==> config.mk <==
export PLATFORM = sky130hd
export DESIGN_NAME = inst_fetch
export DESIGN_NICKNAME = d
export VERILOG_FILES = /design/src/rtl/inst_fetch_pkg.sv /design/src/rtl/inst_fetch.sv
export SDC_FILE = /design/constraint.sdc
export NUM_CORES = 1
export LEC_CHECK = 0
export BUFFER_PORTS_ARGS = -buffer_cell sky130_fd_sc_hd__clkbuf_2
export CORE_MARGIN = 8
export CORE_UTILIZATION = 53
export CTS_CLUSTER_DIAMETER = 150
export CTS_CLUSTER_SIZE = 28
export DETAILED_ROUTE_END_ITERATION = 8
export GPL_TIMING_DRIVEN = 0
export PLACE_DENSITY = 0.8
export SYNTH_ARGS = -nofsm -noshare
export SYNTH_HDL_FRONTEND = slang
export SYNTH_SLANG_ARGS = --single-unit
export TNS_END_PERCENT = 50
==> constraint.sdc <==
create_clock -name clk -period 2.7 [get_ports clk]
set_clock_uncertainty 0.1 [all_clocks]
set_input_delay 0.135 -clock clk [delete_from_list [all_inputs] [get_ports clk]]
set_output_delay 0.135 -clock clk [all_outputs]
set_load 0.005 [all_outputs]
==> src/rtl/inst_fetch_pkg.sv <==
// Shared widths, reset PC and fetch FSM encodings for the instruction-fetch stage.
package inst_fetch_pkg;

    localparam int InstAddrWidth = 32;
    localparam int InstWidth     = 32;

    localparam logic [InstAddrWidth-1:0] RESET_PC = 32'h1C00_0000;

    typedef enum logic [2:0] {
        S_IDLE,
        S_REQ,
        S_WAIT,
        S_HOLD,
        S_EXCP
    } fetch_state_e;

    function automatic logic [InstAddrWidth-1:0] pc_next(
        input logic [InstAddrWidth-1:0] pc
    );
        return pc + 32'd4;
    endfunction

endpackage

==> src/rtl/inst_fetch.sv <==
// Instruction fetch stage: one outstanding req/addr_ok/data_ok fetch, stall and redirect.
// Optional INST_ADEF_EN flags misaligned fetch addresses instead of issuing them.
module inst_fetch
    import inst_fetch_pkg::*;
(
    input  logic                     clk,
    input  logic                     rst,
    input  logic                     stall,
    input  logic                     branch_flag,
    input  logic [InstAddrWidth-1:0] branch_target_addr,
    output logic                     inst_req,
    output logic [InstAddrWidth-1:0] inst_addr,
    input  logic                     inst_addr_ok,
    input  logic                     inst_data_ok,
    input  logic [InstWidth-1:0]     inst_rdata,
    output logic [InstAddrWidth-1:0] if_pc,
    output logic [InstWidth-1:0]     if_inst,
    output logic                     if_valid,
    output logic                     if_excp
);

    fetch_state_e             state_q, state_d;
    logic [InstAddrWidth-1:0] pc_q, pc_d;
    logic                     discard_q, discard_d;
    logic [InstWidth-1:0]     hold_q, hold_d;
    logic [InstAddrWidth-1:0] if_pc_q, if_pc_d;
    logic [InstWidth-1:0]     if_inst_q, if_inst_d;
    logic                     if_valid_q, if_valid_d;
    logic                     if_excp_q, if_excp_d;
    logic                     deliver;

`ifdef INST_ADEF_EN
    logic misaligned;
    assign misaligned = (pc_q[1:0] != 2'b00);
    assign inst_req   = (state_q == S_REQ) && !misaligned;
    assign inst_addr  = pc_q;
    assign if_excp    = if_excp_q;
`else
    assign inst_req   = (state_q == S_REQ);
    assign inst_addr  = {pc_q[31:2], 2'b00};
    assign if_excp    = 1'b0;
`endif

    assign if_pc    = if_pc_q;
    assign if_inst  = if_inst_q;
    assign if_valid = if_valid_q;

    always_comb begin
        state_d    = state_q;
        pc_d       = pc_q;
        discard_d  = discard_q;
        hold_d     = hold_q;
        if_pc_d    = if_pc_q;
        if_inst_d  = if_inst_q;
        if_valid_d = if_valid_q;
        if_excp_d  = if_excp_q;
        deliver    = 1'b0;

        if (branch_flag) begin
            pc_d       = branch_target_addr;
            if_valid_d = 1'b0;
            if_excp_d  = 1'b0;
            unique case (state_q)
                S_REQ: begin
                    // An accepted request still owes us a response to swallow.
                    if (inst_req && inst_addr_ok) begin
                        discard_d = 1'b1;
                        state_d   = S_WAIT;
                    end
                end
                S_WAIT: begin
                    if (inst_data_ok) begin
                        discard_d = 1'b0;
                        state_d   = S_REQ;
                    end else begin
                        discard_d = 1'b1;
                    end
                end
                default: state_d = S_REQ;
            endcase
        end else begin
            unique case (state_q)
                S_IDLE: state_d = S_REQ;
                S_REQ: begin
`ifdef INST_ADEF_EN
                    if (misaligned) begin
                        if (!stall) begin
                            deliver   = 1'b1;
                            if_pc_d   = pc_q;
                            if_inst_d = '0;
                            if_excp_d = 1'b1;
                            state_d   = S_EXCP;
                        end
                    end else if (inst_addr_ok) begin
                        state_d = S_WAIT;
                    end
`else
                    if (inst_addr_ok) begin
                        state_d = S_WAIT;
                    end
`endif
                end
                S_WAIT: begin
                    if (inst_data_ok) begin
                        if (discard_q) begin
                            discard_d = 1'b0;
                            state_d   = S_REQ;
                        end else if (!stall) begin
                            deliver   = 1'b1;
                            if_pc_d   = pc_q;
                            if_inst_d = inst_rdata;
                            pc_d      = pc_next(pc_q);
                            state_d   = S_REQ;
                        end else begin
                            hold_d  = inst_rdata;
                            state_d = S_HOLD;
                        end
                    end
                end
                S_HOLD: begin
                    if (!stall) begin
                        deliver   = 1'b1;
                        if_pc_d   = pc_q;
                        if_inst_d = hold_q;
                        pc_d      = pc_next(pc_q);
                        state_d   = S_REQ;
                    end
                end
                default: state_d = state_q;
            endcase

            if (deliver) begin
                if_valid_d = 1'b1;
            end else if (!stall) begin
                if_valid_d = 1'b0;
                if_excp_d  = 1'b0;
            end
        end
    end

    always_ff @(posedge clk or negedge rst) begin
        if (!rst) begin
            state_q    <= S_IDLE;
            pc_q       <= RESET_PC;
            discard_q  <= 1'b0;
            hold_q     <= '0;
            if_pc_q    <= '0;
            if_inst_q  <= '0;
            if_valid_q <= 1'b0;
            if_excp_q  <= 1'b0;
        end else begin
            state_q    <= state_d;
            pc_q       <= pc_d;
            discard_q  <= discard_d;
            hold_q     <= hold_d;
            if_pc_q    <= if_pc_d;
            if_inst_q  <= if_inst_d;
            if_valid_q <= if_valid_d;
            if_excp_q  <= if_excp_d;
        end
    end

endmodule

* After elaboration in Yosys (flattened, before gate mapping)
Index checks and enable logic that the tools add are counted.
** Word-level totals
- Input bits :: 70
- Output and inout bits :: 99
- Flip-flop bits (word level) :: 133
- Logic and storage cells :: 75
** Cells by class
- $add $sub $neg :: 1
- Bitwise logic cells :: 2
- Equal/unequal tests :: 13
- Mux-type cells :: 38
- Reductions and logical operators :: 14
** Operators by type and width (count)
- $mux W32 :: 11
- $pmux W32 S2 :: 3
- $add A32 B3 Y32 const B :: 1
- $mux W3 :: 6
- $mux W1 :: 12
- $pmux W3 S4 :: 1
- $reduce_and A5 Y1 :: 2
- $ne A3 B3 Y1 const B :: 3
- $ne A2 B2 Y1 const B :: 4
- $reduce_and A4 Y1 :: 2
- $reduce_bool A2 Y1 :: 4
- $eq A3 B2 Y1 const B :: 2
- $ne A3 B2 Y1 const B :: 2
- $pmux W3 S2 :: 1
- $reduce_and A6 Y1 :: 1
- $reduce_bool A5 Y1 :: 1
- $mux W2 :: 2
- $pmux W1 S2 :: 2
- $eq A3 B1 Y1 const B :: 1
- $logic_not A3 Y1 :: 1
- $ne A3 B1 Y1 const B :: 1
- $reduce_and A3 Y1 :: 1
- $reduce_bool A3 Y1 :: 1
- $not A1 Y1 :: 2
- $logic_and A1 B1 Y1 :: 1

* Depth between registers and ports, before layout
Gate-level depths: netlist of run 1.
- Word-level depth :: 7
- Mapped depth :: 10
- Mapped depth without buffers :: 7

* Worst setup path after synthesis of run 1
OpenSTA, ideal clock, no wires.
- Kind :: flip-flop to flip-flop
- Start point :: register state_q[0]
- End point :: register pc_q[29]
- Setup slack :: 0.296 ns
- Data required time :: 2.518 ns
- Path buffers :: 1
- Cell stages (with the launch flop) :: 9
- Arrival time :: 2.223 ns
- Setup time :: 0.082 ns
- Path through :: dfrtp_1 > inv_1 > ha_1 > and2b_4 > o211ai_4 > or3_1 > buf_6 > or4_1 > a31oi_1
** On the way
- Cells in the longest elaborated chain, start to end :: 3
** RTL lines
- start, declared :: RTL line inst_fetch.sv:22 : fetch_state_e state_q, state_d;
- start signal, assigned :: RTL line inst_fetch.sv:152 : state_q <= state_d;
- $eq A3 B2 Y1 :: RTL line inst_fetch.sv:82 : unique case (state_q)
- $ne A3 B3 Y1 (no line) (tied with other cells)
- $reduce_and A3 Y1 (no line) / $mux W32 (equally long branches)
- end signal, assigned :: RTL line inst_fetch.sv:153 : pc_q <= pc_d;
- end, declared :: RTL line inst_fetch.sv:23 : logic [InstAddrWidth-1:0] pc_q, pc_d;
Several ways; a longest one is shown, not always the timed one.
A chain may end at the register's enable or synchronous reset.

* Final worst setup path of run 1
- Start point :: register state_q[0]
- End point :: register pc_q[22]
Same word-level chain as after synthesis.

==> flow_metrics.tcl, run 1 <==
set metrics [dict create \
    status "finished clean" \
    slew_viol_final 0 \
    grt.total_usage 0.227 \
    drive_above_1_share 0.397 \
    critPathCaptureType "register" \
    syn_inst 546 \
    finalInstanceArea_um2 8630 \
    finalCritPeriodShare 0.956 \
    rows 39 \
    yosysTopAreaCellShare 0.515 \
    grt_setup_unrepaired "false" \
    numPortBuffers 165 \
    relSlewSlack 0.374 \
    cts_buffer_depth 2 \
    finalSetupViolations 0 \
    synth_edf_count 0 \
    wl_per_cell_um 18.1 \
    synthSimpleGateAreaFrac 0.108 \
    vias 5105 \
    hold_violations 0 \
    ant_nets 0 \
    cp_max_fo 7 \
    place_ws_ns -0.0880 \
    regToRegSetupSlack_ns 0.12 \
    cp-start-kind "register" \
    clock_latency_ns 0.42 \
    syn_area_um2 6260 \
    layout.cells.non_filler 957 \
    seq_area_frac_synth 0.528 \
    synthArstFlopShare 1.00 \
    min_from "branch_flag" \
    fin_hold_ws_ns 0.0485 \
    synth_compound_area_frac 0.0735 \
    syn_to_final_growth_pct 37.9 \
    avgSynthCellArea_um2 11.5 \
    h-tree-depth 4 \
    synth_cell_types 52 \
    clock.fmax_ghz 0.388 \
    synth-adder-area-share 0.0120 \
    cts.reportedPaths.clkPinSlew_ns 0.06 \
    yosys.area.top_type "dfrtp_1" \
    timing.final.ws_setup_ns 0.120 \
    critical_path_class "register to register" \
    dp_cells 857 \
    fin_crit_ns 2.58 \
    fin_util 0.753 \
    route.detailed.drc 0 \
    grt_pass1_wl_um 28700 \
    hpwl_um 11700 \
    hold_path_class "primary input to register" \
    grt_overflow 0 \
    arrival_ns 2.82 \
    worst_pin_slew_ns 0.937 \
    holdPathEnd "pc_q[31]" \
    seqCellArea_um2 3310 \
    synth_top_family_by_area "multiplexers" \
    coreArea_um2 11500 \
    fin_nets 876 \
    placed_area_um2 7310 \
    gp_congestion 0.787 \
    nFillCells 726 \
    grt_max_degree 91 \
    multi_input_area_um2 2560 \
    r2r-start "state_q[0]" \
    wl_um 17300 \
    tritoncts "yes" \
    synth_xor_area_frac 0.0350 \
    antenna_found_initial 1 \
    r2r-end "pc_q[22]" \
    maxCapViolCount 0 \
    cts-buffers-inserted 17 \
    synthFlopType "dfrtp_1" \
    drt-pass1-iter-count 4 \
    r2r_cells 7 \
    drt_iter0_drc 407 \
    die_area_um2 15600 \
    leakagePower_uw 0.00408 \
    fp.dieW_um 125 \
    irDropWorstVdd_mv 0.653 \
    synth_mux_area_frac 0.175 \
    clockRootBuffer "clkbuf_16" \
    grt_pass1_vias 5613 \
    ys_warn_count 0 \
    die_height_um 125 \
    ios 169 \
    viasPerCell 5.33 \
    required_ns 2.94 \
    p_per_area_nw_per_um2 926 \
    yosys-top-cells-area "dfrtp_1 52%, mux2_2 11%, mux2i_1 5.3%, buf_4 4.0%, a21oi_1 3.0%" \
    hold_depth 3 \
    ys_ff_latch 132 \
    start_util 0.546 \
    cts_sinks 132 \
]
## metal layers
metal / wire length (um) / up-vias / global-route usage
met3: 980 / 35 / 0.0621
met5: 0 / - / 0
met4: 433 / 0 / 0.0957
met2: 9030 / 157 / 0.396
li1: - / 2398 / -
met1: 6880 / 2515 / 0.256
## worst max path at each step
stage	start	endpoint	slack, ns	depth (start not counted)
final	state_q[0]	pc_q[22]	0.12	7
after global routing	state_q[0]	pc_q[29]	0.002	8
after floorplan	state_q[0]	pc_q[29]	0.30	8
after CTS	state_q[0]	pc_q[29]	0.04	8
after global placement	rst	if_inst[10]	-0.59	1
after detailed placement	state_q[0]	if_inst[19]	-0.09	9
## power breakdown
group	internal, uW	leakage (uW)	switching [uW]	total [uW]
sequential	2660	0.00162	481	3150
combinational	1300	0.00217	1170	2470
clock	1480	0.000289	903	2390
total	5440	0.00408	2550	8000
## timing repair
| item | CTS | global route |
|---|---|---|
| setup endpoints to repair | 51 | 81 |
| resized for setup | 4 | 10 |
| buffers inserted | 0 | 0 |
| endpoints found under the hold margin | 227 | 0 |
| hold buffers | 67 | 0 |
## through the flow
| stage | power (uW) | setup TNS, ns |
|---|---|---|
| after floorplan | 4440 | 0 |
| after global placement | 5350 | -77.08 |
| after detailed placement | 5490 | -1.65 |
| after CTS | 7990 | 0 |
| after global routing | 8450 | 0 |
| final | 8000 | 0 |
## registers in the layout, indices dropped and copies added, names as in the netlist
signal	count
if_pc	32
if_valid	1
hold_q	32
discard_q	1
state_q	2
pc_q	32
if_inst	32
## Yosys cell counts, types with 2 or more instances
| cell type | count |
|---|---|
| dfrtp_1 | 129 |
| ha_1 | 6 |
| o21ai_0 | 27 |
| buf_1 | 2 |
| or4_1 | 4 |
| inv_1 | 8 |
| nor4_1 | 9 |
| mux2i_1 | 33 |
| mux2_1 | 8 |
| a21oi_1 | 37 |
| buf_4 | 33 |
| dfstp_2 | 3 |
| and4_1 | 4 |
| nor3_1 | 7 |
| o31ai_1 | 2 |
| o211ai_1 | 2 |
| nand3_1 | 9 |
| nand2b_1 | 2 |
| buf_6 | 2 |
| a31oi_1 | 3 |
| nand2_1 | 35 |
| and2_1 | 2 |
| buf_2 | 8 |
| clkbuf_1 | 15 |
| nand4_1 | 10 |
| xnor2_1 | 15 |
| xor2_1 | 10 |
| o31a_1 | 2 |
| mux2_2 | 60 |
| nor2_1 | 37 |
## area by class of cell
cell class	instances	share of cell area
sequential	132	0.383
multi-input combinational	346	0.296
timing repair buffer	233	0.178
clock buffer	18	0.0509
buffer	60	0.0448
tap	143	0.0207
clock inverter	14	0.0206
inverter	10	0.00594
antenna	1	0.000290
## worst max-delay path, stage by stage (launching register included)
cell and delay [ns]:
dfrtp_2 0.44, inv_1 0.09, ha_2 0.23, nand3b_1 0.23, a2111oi_2 0.86, nand4_1 0.23, xor2_1 0.19, o21ai_0 0.13
## logic make-up after synthesis
logic type	count (synthesis)
AOI/OAI and AO/OA	80
other	1
xor gates and xnor gates	25
and+or+nand+nor	131
muxes	101
DFF	132
adders and majority gates	6
buffers and inverters	70
## cells in the final DEF, fill, tap and decap left out, types with 4 or more instances in the layout
| cell type | count |
|---|---|
| and4_1 | 4 |
| o21ai_0 | 27 |
| clkinv_4 | 4 |
| nand3_1 | 9 |
| xnor2_1 | 15 |
| nor3_1 | 6 |
| mux2i_1 | 33 |
| buf_2 | 7 |
| dfrtp_1 | 128 |
| clkbuf_16 | 17 |
| clkinvlp_4 | 4 |
| ha_1 | 5 |
| mux2_1 | 8 |
| clkbuf_1 | 13 |
| dlygate4sd3_1 | 67 |
| nand2_1 | 35 |
| nor2_1 | 37 |
| clkbuf_2 | 166 |
| inv_1 | 8 |
| or4_1 | 4 |
| nor4_1 | 9 |
| buf_4 | 33 |
| nand4_1 | 10 |
| a21oi_1 | 36 |
| xor2_1 | 10 |
| mux2_2 | 60 |
(Power assumes the default switching activity.)
==> run 2, diff against run 1 <==
--- a/config.mk
+++ b/config.mk
@@ -11,8 +11,10 @@
 export CTS_CLUSTER_DIAMETER = 150
 export CTS_CLUSTER_SIZE = 28
 export DETAILED_ROUTE_END_ITERATION = 8
+export GPL_ROUTABILITY_DRIVEN = 1
 export GPL_TIMING_DRIVEN = 0
 export PLACE_DENSITY = 0.8
+export SLEW_MARGIN = 10
 export SYNTH_ARGS = -nofsm -noshare
 export SYNTH_HDL_FRONTEND = slang
 export SYNTH_SLANG_ARGS = --single-unit
==> constraint.sdc (replaced) <==
create_clock -name clk -period 2.7 [get_ports clk]
set_clock_uncertainty 0.1 [all_clocks]
set_input_delay 0.405 -clock clk [delete_from_list [all_inputs] [get_ports clk]]
set_output_delay 0.405 -clock clk [all_outputs]
set_load 0.005 [all_outputs]
==> run 2 against run 1 <==
  * Sequential power about the same
  * Clock power about the same
  * Sequential cell count unchanged
  * Core utilization shrank 5.8 points
  * Critical endpoint is now pc_q[29]
==> flow_metrics.tcl, run 2 (same netlist as run 1, synthesis figures left out) <==
set metrics [dict create \
    gp_congestion 0.787 \
    cp_max_fo 9 \
    critPathCaptureType "register" \
    ant_nets 0 \
    drt-pass1-iter-count 4 \
    grt_pass1_wl_um 26600 \
    relSlewSlack 0.397 \
    fin_util 0.695 \
    finalSetupTns_ns 0 \
    r2r_cells 8 \
    fin_nets 810 \
    fp.dieW_um 125 \
    regToRegSetupSlack_ns 0.12 \
    wl_per_cell_um 18.1 \
    coreArea_um2 11500 \
    grt.total_usage 0.210 \
    finalCritPeriodShare 0.956 \
    grt_pass1_vias 5189 \
    worst_pin_slew_ns 0.902 \
    viasPerCell 5.43 \
    critical_path_class "register to register" \
    r2r-end "pc_q[29]" \
    clock.fmax_ghz 0.387 \
    hold_depth 3 \
    cts-buffers-inserted 17 \
    wl_um 16100 \
    vias 4836 \
    worstSetupStartpoint "state_q[0]" \
    leakagePower_uw 0.00381 \
    required_ns 2.93 \
    drt_iter0_drc 322 \
    endpoint "pc_q[29]" \
    layout_commonest_cell "clkbuf_2" \
    clockRootBuffer "clkbuf_16" \
    hold_violations 0 \
    numPortBuffers 165 \
    slew_viol_final 0 \
    die_area_um2 15600 \
    syn_to_final_growth_pct 27.2 \
    hold_path_class "primary input to register" \
    finalInstanceArea_um2 7970 \
    grt_setup_unrepaired "false" \
    cts_sinks 132 \
    arrival_ns 2.82 \
    layout_common_cells "165 x clkbuf_2, 128 x dfrtp_1, 60 x mux2_2" \
    grt_max_degree 91 \
    placed_area_um2 7310 \
    drive_above_1_share 0.431 \
    cts.reportedPaths.clkPinSlew_ns 0.06 \
    die_height_um 125 \
    maxCapViolCount 0 \
    hpwl_um 11700 \
    ios 169 \
    irDropWorstVdd_mv 0.577 \
    antenna_found_initial 0 \
    route.detailed.drc 0 \
    antenna_cells 0 \
    h-tree-depth 4 \
    finalSetupViolations 0 \
    status "finished clean" \
    grt_overflow 0 \
    cts_buffer_depth 2 \
    clock_latency_ns 0.42 \
    fin_crit_ns 2.58 \
    tritoncts "yes" \
    nFillCells 843 \
    cp-start-kind "register" \
    p_per_area_nw_per_um2 987 \
    start_util 0.546 \
    rows 39 \
    multi_input_area_um2 2560 \
    r2r-start "state_q[0]" \
    seqCellArea_um2 3310 \
]
-- run 2: cell count changes in the layout (fill, tap and decap cells not counted) --
cell,before,now
diode_2,1,0
buf_2,7,8
dlygate4sd3_1,67,1
clkbuf_4,3,2
clkbuf_2,166,165
clkbuf_1,13,14
-- run 2: layout make-up --
class                      count  share of cell area
buffer                        60              0.0481
clock buffer                  18              0.0551
clock inverter                14              0.0223
inverter                      10             0.00644
multi-input combinational    346               0.321
sequential                   132               0.415
tap                          143              0.0225
timing repair buffer         167               0.109
-- run 2: worst min-delay path by stage --
| stage | start | slack (ns) | end |
|---|---|---|---|
| after floorplan | rst | 0.009 | discard_q |
| after global placement | hold_q[26] | 0.37 | hold_q[26] |
| after detailed placement | rst | 0.25 | pc_q[0] |
| after CTS | branch_target_addr[26] | 0.07 | pc_q[26] |
| after global routing | branch_target_addr[30] | 0.09 | pc_q[30] |
| final | branch_target_addr[26] | 0.09 | pc_q[26] |
-- run 2: timing repair --
| action | in CTS | in global routing |
|---|---|---|
| hold buffers | 1 | 0 |
| hold endpoints to repair | 42 | 0 |
| pin swaps | 0 | 0 |
| buffers inserted | 0 | 0 |
| gates resized for setup | 4 | 7 |
| endpoints found under the setup margin | 51 | 77 |
-- run 2: metrics by stage --
stage,worst slack (ns),total power [uW],hold slack [ns],cells
2_1_floorplan,0.296,4440,0.00941,548
3_3_place_gp,-0.863,5350,0.367,856
3_5_place_dp,-0.0880,5490,0.253,857
4_1_cts,0.0433,7910,0.0733,890
5_1_grt,0.00174,8310,0.0877,890
6_report,0.118,7860,0.0874,890
-- run 2: report_power, final --
part | switching [uW] | internal [uW] | leakage (uW)
Sequential | 453 | 2660 | 0.00162
Clock | 907 | 1480 | 0.000289
Combinational | 1120 | 1230 | 0.00189
-- run 2: routing by layer --
layer	global-route usage	vias to the layer above	wire, um
met5	0	-	0
met4	0.0893	0	394
met3	0.0660	33	856
met2	0.357	128	8200
met1	0.238	2409	6620
li1	-	2266	-
-- run 2: critical path: stages (launching register included) --
cell and delay (ns):
dfrtp_2 0.44, inv_1 0.09, ha_2 0.23, and3b_4 0.24, o211ai_4 0.16, or3_1 0.41
buf_6 0.15, or4_1 0.49, a31oi_1 0.18
==> run 3, diff against run 2 <==
--- a/config.mk
+++ b/config.mk
@@ -6,14 +6,16 @@
 export NUM_CORES = 1
 export LEC_CHECK = 0
 export BUFFER_PORTS_ARGS = -buffer_cell sky130_fd_sc_hd__clkbuf_2
+export CELL_PAD_IN_SITES_DETAIL_PLACEMENT = 1
+export CELL_PAD_IN_SITES_GLOBAL_PLACEMENT = 1
 export CORE_MARGIN = 8
-export CORE_UTILIZATION = 53
+export CORE_UTILIZATION = 41
 export CTS_CLUSTER_DIAMETER = 150
 export CTS_CLUSTER_SIZE = 28
 export DETAILED_ROUTE_END_ITERATION = 8
 export GPL_ROUTABILITY_DRIVEN = 1
 export GPL_TIMING_DRIVEN = 0
-export PLACE_DENSITY = 0.8
+export PLACE_DENSITY_LB_ADDON = 0.1
 export SLEW_MARGIN = 10
 export SYNTH_ARGS = -nofsm -noshare
 export SYNTH_HDL_FRONTEND = slang
==> run 3 against run 2 <==
  * Combinational power grew 2%
  * Final cell count grew 5.2%
  * Clock power is essentially flat
  * Total power grew 0.40%
  * First-iteration DRC count shrank 45%
  * Non-clock buffer count grew 1
  * Die area grew 25%
  * Sequential cell count is the same
  * Maximum frequency shrank 0.54%
  * Register-to-register slack is essentially flat
  * Worst hold slack gained 0.0070 ns
  * Critical path depth is the same
==> flow_metrics.tcl, run 3 (same netlist as run 1, synthesis figures left out) <==
set metrics [dict create \
    seqPwrFrac 0.395 \
    status "finished clean" \
    die_height_um 140 \
    grt_pass1_vias 5443 \
    maxCapViolCount 0 \
    slowest_stage "or4_1" \
    irDropWorstVdd_mv 0.446 \
    cts-buffers-inserted 17 \
    worstSetupStartpoint "state_q[0]" \
    drive_above_1_share 0.429 \
    grt_max_degree 73 \
    layout_common_cells "167 x clkbuf_2, 129 x dfrtp_1, 60 x mux2_2" \
    cts_buffer_depth 2 \
    fin_hold_ws_ns 0.0944 \
    drt_iter0_drc 177 \
    p_clk_frac 0.302 \
    wl_um 17700 \
    cts.reportedPaths.clkPinSlew_ns 0.06 \
    critical_path_class "register to register" \
    cp_cell_sequence "inv_1 -> ha_2 -> and3b_4 -> o211ai_4 -> or3_1 -> buf_6 -> or4_1 -> a31oi_1" \
    antenna_found_initial 1 \
    layout.cells.non_filler 936 \
    fin_nets 811 \
    internal-power_uw 5450 \
    seqCellArea_um2 3310 \
    start_util 0.415 \
    tritoncts "yes" \
    required_ns 2.94 \
    hold_depth 3 \
    leakagePower_uw 0.00384 \
    fin_crit_ns 2.60 \
    multi_input_area_um2 2570 \
    clockRootBuffer "clkbuf_16" \
    vias 4795 \
    clock_latency_ns 0.42 \
    fp.dieW_um 140 \
    regToRegSetupSlack_ns 0.10 \
    nFillCells 1662 \
    dp_cells 902 \
    holdPathEnd "pc_q[28]" \
    slowest_delay_ns 0.50 \
    numPortBuffers 165 \
    switching_share 0.309 \
    p_switching_uw 2440 \
    grt_overflow 0 \
    h-tree-depth 4 \
    hpwl_um 13000 \
    p_per_area_nw_per_um2 982 \
    finalSetupViolations 0 \
    grt_pass1_wl_um 29500 \
    syn_to_final_growth_pct 28.4 \
    finalCritPeriodShare 0.961 \
    p_comb_frac 0.303 \
    coreArea_um2 15100 \
    drt-pass1-iter-count 5 \
    slew_viol_final 0 \
    placed_area_um2 7370 \
    grt_setup_unrepaired "false" \
    critPathCaptureType "register" \
    arrival_ns 2.84 \
    relSlewSlack 0.471 \
    antenna_cells 0 \
    r2r-start "state_q[0]" \
    die_area_um2 19500 \
    fin_util 0.533 \
    layout_commonest_cell "clkbuf_2" \
    viasPerCell 5.12 \
    cp-start-kind "register" \
    gp_congestion 0.776 \
    hold_path_class "primary input to register" \
    cts_sinks 132 \
    wl_per_cell_um 18.9 \
    r2r_cells 8 \
    hold_violations 0 \
    clock.fmax_ghz 0.385 \
    route.detailed.drc 0 \
    rows 45 \
    grt.total_usage 0.191 \
    r2r-end "pc_q[29]" \
    worst_pin_slew_ns 0.794 \
    ios 169 \
    finalInstanceArea_um2 8040 \
    cp_max_fo 9 \
    min_from "branch_target_addr[28]" \
    ant_nets 0 \
]
## run 3: stage by stage
stage / setup slack, ns / total power, uW / setup TNS [ns]
3_5_place_dp: -0.284 / 5550 / -10.62
4_1_cts: 0.0236 / 8010 / 0
6_report: 0.104 / 7890 / 0
2_1_floorplan: 0.296 / 4440 / 0
3_3_place_gp: -1.05 / 5400 / -140.62
5_1_grt: 0.0279 / 8400 / 0
## run 3: worst max-delay path, delay by kind of cell (launching register included)
family | cells | cell delay (ns)
AOI/OAI and AO/OA | 2 | 0.34
adders and majority gates | 1 | 0.25
buffers and inverters | 2 | 0.26
and+or+nand+nor | 3 | 1.15
DFF | 1 | 0.43
## run 3: how the worst max path moves through the flow
stage | slack (ns) | end | depth (start not counted)
2_1_floorplan | 0.30 | pc_q[29] | 8
3_3_place_gp | -1.05 | hold_q[17] | 1
3_5_place_dp | -0.28 | if_inst[29] | 9
4_1_cts | 0.02 | if_inst[24] | 10
5_1_grt | 0.03 | pc_q[29] | 8
6_report | 0.10 | pc_q[29] | 8
## run 3: what timing repair did
item / in CTS / in global routing
cloned: 0 / 0
endpoints found under the setup margin: 94 / 55
hold buffers: 1 / 0
buffers inserted: 0 / 1
hold endpoints to repair: 59 / 0
gates resized for setup: 6 / 7
## run 3: metal layers
layer	up-vias	routed length [um]	global-route usage
li1	2252	-	-
met1	2396	7120	0.215
met2	122	9120	0.331
met3	23	1190	0.0718
met4	2	242	0.0537
met5	-	8	0
## run 3: cell type report
class | instances | share of cell area
flip-flops and latches | 132 | 0.411
multi-input cells | 346 | 0.320
repair buffers | 168 | 0.109
clock buffers | 24 | 0.0612
plain buffers | 60 | 0.0476
well taps | 188 | 0.0293
clock inverters | 8 | 0.0153
inverters | 10 | 0.00638
## run 3: power groups by stage
| stage | logic (uW) | registers (uW) | clock network, uW |
|---|---|---|---|
| final | 2390 | 3120 | 2380 |
| after CTS | 2450 | 3130 | 2430 |
| after detailed placement | 2400 | 3150 | 0 |
| after global placement | 2300 | 3100 | 0 |
| after floorplan | 1350 | 3090 | 0 |
| after global routing | 2670 | 3210 | 2520 |
